**src/rtl/pwm_duty_scheduler.sv**
```systemverilog
// Round-robin duty-value scheduler: two requesters feed a small FIFO whose head
// is applied to the PWM datapath only at a period boundary.
module pwm_duty_scheduler #(
    parameter int DW     = 32,
    parameter int DEPTH  = 4,
    parameter int PERIOD = 100
) (
    input  logic                       clk,
    input  logic                       rst,
    input  logic                       req0_valid,
    input  logic [DW-1:0]              req0_duty,
    output logic                       req0_ready,
    input  logic                       req1_valid,
    input  logic [DW-1:0]              req1_duty,
    output logic                       req1_ready,
    input  logic                       period_end,
    output logic [DW-1:0]              duty_out,
    output logic                       duty_load,
    output logic [$clog2(DEPTH):0]     fifo_level
);

    localparam int AW = $clog2(DEPTH);
    localparam int LW = AW + 1;

    typedef enum logic [1:0] {
        S_IDLE  = 2'd0,
        S_ARMED = 2'd1,
        S_LOAD  = 2'd2
    } state_t;

    state_t          r_state;
    state_t          w_state_next;
    logic [DW-1:0]   r_mem [DEPTH];
    logic [AW-1:0]   r_wr_ptr;
    logic [AW-1:0]   r_rd_ptr;
    logic [LW-1:0]   r_level;
    logic            r_rr_ptr;
    logic [DW-1:0]   r_duty_out;
    logic            r_duty_load;

    logic            w_full;
    logic            w_ready0;
    logic            w_ready1;
    logic            w_push;
    logic            w_pop;
    logic            w_load_start;
    logic [DW-1:0]   w_sel_duty;
    logic [DW-1:0]   w_clamped;
    logic [LW-1:0]   w_level_next;

    // Ready depends only on the current level, so a pop frees space one cycle later.
    assign w_full     = (r_level == LW'(DEPTH));
    assign w_ready0   = !rst && !w_full && req0_valid && (!r_rr_ptr || !req1_valid);
    assign w_ready1   = !rst && !w_full && req1_valid && ( r_rr_ptr || !req0_valid);
    assign w_push     = w_ready0 || w_ready1;
    assign w_pop      = (r_state == S_LOAD);
    assign w_sel_duty = w_ready1 ? req1_duty : req0_duty;
    assign w_clamped  = (w_sel_duty > DW'(PERIOD)) ? DW'(PERIOD) : w_sel_duty;

    assign w_level_next = r_level + LW'(w_push) - LW'(w_pop);

    always_comb begin
        w_state_next = r_state;
        w_load_start = 1'b0;
        case (r_state)
            S_IDLE: begin
                if (r_level != '0) begin
                    w_state_next = S_ARMED;
                end
            end
            S_ARMED: begin
                if (period_end) begin
                    w_state_next = S_LOAD;
                    w_load_start = 1'b1;
                end
            end
            S_LOAD: begin
                w_state_next = (w_level_next != '0) ? S_ARMED : S_IDLE;
            end
            default: begin
                w_state_next = S_IDLE;
            end
        endcase
    end

    always_ff @(posedge clk) begin
        if (rst) begin
            r_state     <= S_IDLE;
            r_wr_ptr    <= '0;
            r_rd_ptr    <= '0;
            r_level     <= '0;
            r_rr_ptr    <= 1'b0;
            r_duty_out  <= '0;
            r_duty_load <= 1'b0;
        end else begin
            r_state     <= w_state_next;
            r_level     <= w_level_next;
            r_duty_load <= w_load_start;
            if (w_push) begin
                r_wr_ptr <= r_wr_ptr + 1'b1;
                r_rr_ptr <= w_ready0;
            end
            if (w_pop) begin
                r_rd_ptr <= r_rd_ptr + 1'b1;
            end
            // Head is captured on the ARMED->LOAD edge so it is visible during LOAD.
            if (w_load_start) begin
                r_duty_out <= r_mem[r_rd_ptr];
            end
        end
    end

    always_ff @(posedge clk) begin
        if (w_push) begin
            r_mem[r_wr_ptr] <= w_clamped;
        end
    end

    assign req0_ready = w_ready0;
    assign req1_ready = w_ready1;
    assign duty_out   = r_duty_out;
    assign duty_load  = r_duty_load;
    assign fifo_level = r_level;

endmodule

```
**config.mk**
```make
export PLATFORM = sky130hd
export DESIGN_NAME = pwm_duty_scheduler
export DESIGN_NICKNAME = d
export VERILOG_FILES = /design/src/rtl/pwm_duty_scheduler.sv
export SDC_FILE = /design/constraint.sdc
export NUM_CORES = 1
export LEC_CHECK = 0
export ABC_CLOCK_PERIOD_IN_PS = 4900
export BUFFER_PORTS_ARGS = -buffer_cell sky130_fd_sc_hd__buf_2
export CORE_ASPECT_RATIO = 0.8
export CORE_MARGIN = 8
export CORE_UTILIZATION = 30
export DETAILED_ROUTE_END_ITERATION = 8
export PLACE_DENSITY = 0.52
export SLEW_MARGIN = 15
export SYNTH_ARGS = -nofsm -noshare
export SYNTH_HDL_FRONTEND = slang
export SYNTH_SLANG_ARGS = --single-unit
```
**constraint.sdc**
```tcl
create_clock -name clk -period 4.9 [get_ports clk]
set_input_delay 0.245 -clock clk [delete_from_list [all_inputs] [get_ports clk]]
set_output_delay 0.245 -clock clk [all_outputs]
set_load 0.05 [all_outputs]
```
==> flow_summary.ini, run 1 <==
[run_status]
run_status = finished, final reports clean

[sta]
max_freq_ghz = 0.388
sum_of_negative_setup_slack_ns = 0
setup_viol = 0
fin_worst_hold_slack_ns = 0.214
final_critical_path_required_period_ns = 2.58
worst_slew_margin_rel = 0.422
final_max_slew_viol_count = 0
hold_viol = 0
min_period_over_period = 0.526
grt_setup_unrepaired = no
maximum_clock_skew_at_final_layout_ns = 0.00814
tightest_slew_ns = 0.866

[route]
dr_total_vias = 3858
wirelength_mm = 14.1
drtAntennaViolNets = 0
post_drt_wl_per_cell_um = 15.5
detail_route.first_pass.iterations = 4
drcViolationCount = 0
detailedRoute.firstIterationViolations = 197
vias_per_cell = 4.24

[synth]
synth_area_um2 = 6560
synth_edf_count = 128
syn_inst = 411
async_reset_ff_frac = 0
synth.avg_cell_area_um2 = 16.0
synth_top_flop_cell = sky130_fd_sc_hd__edfxtp_1
synthDistinctLibCells = 35
yosys_register_bits = 171
yosys_warnings = 0
ys_seq_area_frac = 0.717

[worst_setup_path]
critical_path.n_buffers_inverters = 2
required_ns = 5.23
path_delay_family = adder cells
critical_path.max_stage_delay_ns = 0.43
worst-endpoint-arrival_ns = 2.91
setup.worst_path.class = flip-flop to flip-flop
worst_path_max_delay_cell = sky130_fd_sc_hd__or3b_4
worst-path-max-fanout = 7
endpoint_kind = flip-flop
critical_path.cell_chain = or3b_4, o211a_1, inv_1, ha_1, inv_1, ha_1, fa_1, xnor2_1, xnor2_1, a21o_1, a211oi_1
timing.critical_path.from_type = flip-flop
rr_endpoint = r_state[0]
reg2reg_setup_slack_ns = 2.32
crit-reg2reg-launch = fifo_level[2]
r2r.worst_path.cells = 11

[layout]
final_util = 0.389
nFillCells = 2058
mostFrequentLayoutCell = sky130_fd_sc_hd__edfxtp_1
layout_area_growth_over_synthesis_pct = 27.5
final_cell_area_um2 = 8360
multi_input_area_um2 = 2120
final_cell_mix = 128 x sky130_fd_sc_hd__edfxtp_1, 106 x sky130_fd_sc_hd__buf_2, 100 x sky130_fd_sc_hd__conb_1
finalNetCount = 698
register_area_um2 = 4710
final_layout_size_suffix_gt1_frac = 0.287
antenna_cells = 0

[worst_hold_path]
min_path_type = input pin to flip-flop
whs_endpoint = r_state[0]
worstHoldPathCells = 4
worst_hold_startpoint = period_end

[grt]
grt.met2_usage = 0.184
grt_use_met1 = 0.128
antenna_found_initial = 0
first_pass_grt_wire_length_mm = 22.1
global_route.usage.met3 = 0.0273
grt_pass1_vias = 4167
grt_start_max_net_pins = 44
tot_gr_track_use = 0.107
grt_remaining_overflow = 0
global_route_layer_with_the_greatest_usage = met2

[floorplan]
die_x_extent_um = 181
floorplan.core_area_um2 = 21500
fp.dieArea_um2 = 26900
start_util = 0.305
die_h_um = 148
std_cell_rows = 48
floorplan.io_pins = 107

[clocking]
max-clock-path-buffers = 2
ctsHtreeMaxLevel = 4
cts_hold_buffers = 0
post_cts.resized_instances = 0
path_clk_slew_ns = 0.06
clock_tree_from_tritoncts = yes
clock_latency_ns = 0.42
cts_buffers = 17
cts_post_setup_buffers_inserted = 0
cts.root.buffer_cell = sky130_fd_sc_hd__clkbuf_16
clock_sinks = 171

[placement]
routability_congestion = 0.812
place.detailed.hpwl_mm = 8.94
io_buffers = 106
placed_cell_area_um2 = 7780

[pwr]
irDropWorstVdd_mv = 0.267
power_mw = 3.73
pleak_nw = 3.13
cellPowerDensity_nw_per_um2 = 446

[run]
cap_viol_max_count = 0
cell type report:
| type | instances | area share |
|---|---|---|
| clock inverter | 12 | 0.0145 |
| sequential | 171 | 0.563 |
| tap | 275 | 0.0412 |
| timing repair buffer | 113 | 0.0697 |
| clock buffer | 20 | 0.0546 |
| multi-input combinational | 311 | 0.253 |
| inverter | 8 | 0.00389 |
kinds of logic after synthesis:
kind of cell / after synthesis / synth area share
buf+inv: 28 / 0.0172
compound gates: 48 / 0.0414
flops: 171 / 0.717
simple gates: 111 / 0.0803
other cells: 1 / 0.000572
xor+xnor: 5 / 0.00668
mux: 40 / 0.122
fa+ha+maj: 7 / 0.0145
where the power goes:
part           switching (mW)  internal, mW
logic                   0.456         0.219
registers              0.0535          1.69
clock network           0.535         0.772
total                    1.04          2.69
synth_stat cells (all sizes together), types with 4 or more instances:
library cell	n	area, um^2
mux4	32	721
nand2	67	251
nand4	5	46.3
nor4	12	75.1
ha	6	75.1
mux2i	8	80.1
edfxtp	128	3840
nor2	11	41.3
clkbuf	16	60.1
buf	4	20.0
and2	4	25.0
dfxtp	43	861
a21oi	37	185
xnor2	4	35.0
inv	8	32.5
worst max path at each step:
stage | slack, ns | endpoint | depth (start not counted) | from
after detailed placement | 1.84 | r_state[0] | 12 | rst
after CTS | 2.29 | r_state[0] | 11 | fifo_level[2]
after global placement | 1.96 | r_state[0] | 12 | rst
final | 2.32 | r_state[0] | 11 | fifo_level[2]
after floorplan | 2.08 | r_state[0] | 11 | fifo_level[2]
after global routing | 2.07 | r_state[0] | 12 | rst
tightest hold or removal path, delay by kind of cell:
kind                   cells  cell delay (ns)
buffers and inverters      1             0.08
AND/OR/NAND/NOR            1             0.08
AO/OA/AOI/OAI              2             0.18
metrics by stage:
stage / std cells / setup slack (ns)
2_1_floorplan: 510 / 2.08
3_3_place_gp: 878 / 1.96
3_5_place_dp: 878 / 1.84
4_1_cts: 910 / 2.29
5_1_grt: 910 / 2.07
6_report: 910 / 2.32
state kept, by name, summed over array words and instances (netlist names):
register / flops
duty_load: 1
duty_out: 32
fifo_level: 3
r_mem: 128
r_rd_ptr: 2
r_rr_ptr: 1
r_state: 2
r_wr_ptr: 2
per-layer routing:
| metal | wire length (um) | share of wire |
|---|---|---|
| met1 | 6230 | 0.44 |
| met2 | 7190 | 0.51 |
| met3 | 491 | 0.035 |
| met4 | 209 | 0.015 |
| met5 | 0 | 0 |
Power figures use the tool's default switching activity.
==> run 2: changes to the inputs <==
ABC_CLOCK_PERIOD_IN_PS = 2410   (was 4900)
clock period = 2.41 ns   (was 4.9 ns; I/O delays follow)
==> run 2 against run 1 <==
Compared with the run above:
- wire length hardly changed
- via count is 0.88% higher
- clock-buffer cell count is 2 higher
- cell count is 0.88% higher
- critical path type unchanged
- largest power group unchanged
==> flow_summary.ini, run 2 (same netlist as run 1, synthesis figures left out) <==
[worst_setup_path]
critical_path.max_stage_delay_ns = 0.38
worst-path-max-fanout = 4
critical_path.cell_chain = or3b_4, o211a_4, inv_2, ha_1, inv_1, ha_2, fa_2, xnor2_2, xnor2_2, a21o_1, a211oi_2
setup.worst_path.class = flip-flop to flip-flop
path_common_cell = sky130_fd_sc_hd__xnor2_2
worst_path_max_delay_cell = sky130_fd_sc_hd__or3b_4
path_delay_family = adder cells
worst-endpoint-arrival_ns = 2.67
required_ns = 2.75
critical_path.n_buffers_inverters = 2
timing.critical_path.from_type = flip-flop
endpoint_kind = flip-flop

[clocking]
cts_buffers = 17
path_clk_slew_ns = 0.06
clock_latency_ns = 0.42
clock_tree_from_tritoncts = yes
cts.root.buffer_cell = sky130_fd_sc_hd__clkbuf_16
max-clock-path-buffers = 2
cts_hold_buffers = 0
ctsHtreeMaxLevel = 4
clock_sinks = 171

[sta]
final_critical_path_required_period_ns = 2.32
max_freq_ghz = 0.430
sum_of_negative_setup_slack_ns = 0
grt_setup_unrepaired = no
tightest_slew_ns = 0.744
final_max_slew_viol_count = 0
min_period_over_period = 0.965
setup_viol = 0
hold_viol = 0
worst_slew_margin_rel = 0.504
maximum_clock_skew_at_final_layout_ns = 0.00905

[run]
cap_viol_max_count = 0

[layout]
finalNetCount = 706
antenna_cells = 0
final_util = 0.395
nFillCells = 2038
final_cell_mix = 128 x sky130_fd_sc_hd__edfxtp_1, 106 x sky130_fd_sc_hd__buf_2, 100 x sky130_fd_sc_hd__conb_1
max_flop_register = r_mem
layout_area_growth_over_synthesis_pct = 29.5
final_layout_size_suffix_gt1_frac = 0.308
mostFrequentLayoutCell = sky130_fd_sc_hd__edfxtp_1
layout.cells.non_filler = 918
largest_reg_flops = 128

[route]
drcViolationCount = 0
post_drt_wl_per_cell_um = 15.4
wirelength_mm = 14.1
detailedRoute.firstIterationViolations = 103
detail_route.first_pass.iterations = 4
drtAntennaViolNets = 0
vias_per_cell = 4.24
dr_total_vias = 3892

[worst_hold_path]
min_path_type = input pin to flip-flop

[floorplan]
die_h_um = 148
start_util = 0.305
floorplan.core_area_um2 = 21500
fp.dieArea_um2 = 26900
std_cell_rows = 48
die_x_extent_um = 181
floorplan.io_pins = 107

[grt]
antenna_found_initial = 0
first_pass_grt_wire_length_mm = 22.2
grt_remaining_overflow = 0
grt_pass1_vias = 4080
grt_start_max_net_pins = 43
tot_gr_track_use = 0.106

[pwr]
pleak_nw = 3.19
cellPowerDensity_nw_per_um2 = 919
power_mw = 7.80
irDropWorstVdd_mv = 0.522

[placement]
io_buffers = 106
routability_congestion = 0.753
placed_cells = 884
place.detailed.hpwl_mm = 9.15

[run_status]
run_status = finished, final reports clean
-- run 2: changes by cell type in the layout (fill, tap and decap cells not counted), sizes merged --
cell	previous run	this run
buf	113	121
clkbuf	20	22
clkinv	5	3
clkinvlp	4	2
bufinv	2	3
inv	9	10
-- run 2: where the power goes --
group | internal (mW) | switching [mW]
clock | 1.66 | 1.09
sequential | 3.45 | 0.0970
combinational | 0.520 | 0.977
-- run 2: final cells by class --
type                            count  area, um^2  area share
Sequential cell                   171        4720       0.555
Inverter                            8        32.5     0.00383
Tap cell                          275         344      0.0405
Timing Repair Buffer              121         656      0.0772
Multi-Input combinational cell    311        2150       0.253
Clock inverter                     10         140      0.0165
Clock buffer                       22         454      0.0535
-- run 2: what timing repair did --
item | CTS | global route
gates resized for setup | 0 | 2
pin swaps | 2 | 1
setup buffers | 1 | 1
endpoints found under the setup margin | 1 | 1
-- run 2: routing by layer --
layer | global-route usage | share of wire | wire (um)
met1 | 0.137 | 0.46 | 6550
met2 | 0.169 | 0.49 | 6920
met3 | 0.0341 | 0.040 | 563
met4 | 0.0331 | 0.0071 | 101
met5 | 0 | 0 | 0
-- run 2: worst register-to-register path, delay by kind of cell, from the launching register on --
kind | cells | cell delay [ns]
AO/OA/AOI/OAI | 3 | 0.49
XOR/XNOR | 2 | 0.31
adder cells (fa/ha/maj) | 3 | 0.63
buffers and inverters | 2 | 0.09
flip-flops | 1 | 0.36
AND/OR/NAND/NOR | 1 | 0.39
-- run 2: per-stage QoR --
stage / hold slack, ns / cell area [um^2] / worst slack [ns]
4_1_cts: 0.114 / 8470 / 0.0109
6_report: 0.142 / 8490 / 0.0851
3_5_place_dp: 0.446 / 7870 / -0.0123
5_1_grt: 0.141 / 8490 / 0.00566
2_1_floorplan: 0.388 / 6960 / -0.0207
3_3_place_gp: 0.442 / 7870 / 0.0676
-- run 2: worst paths after layout --
kind	from	end	slack (ns)	depth (start not counted)
max	fifo_level[0]	r_state[0]	0.09	11
max reg2reg	fifo_level[0]	r_state[0]	0.09	11
min	req0_valid	r_rr_ptr	0.14	3
min reg2reg	duty_out[7]	duty_out[7]	0.45	2
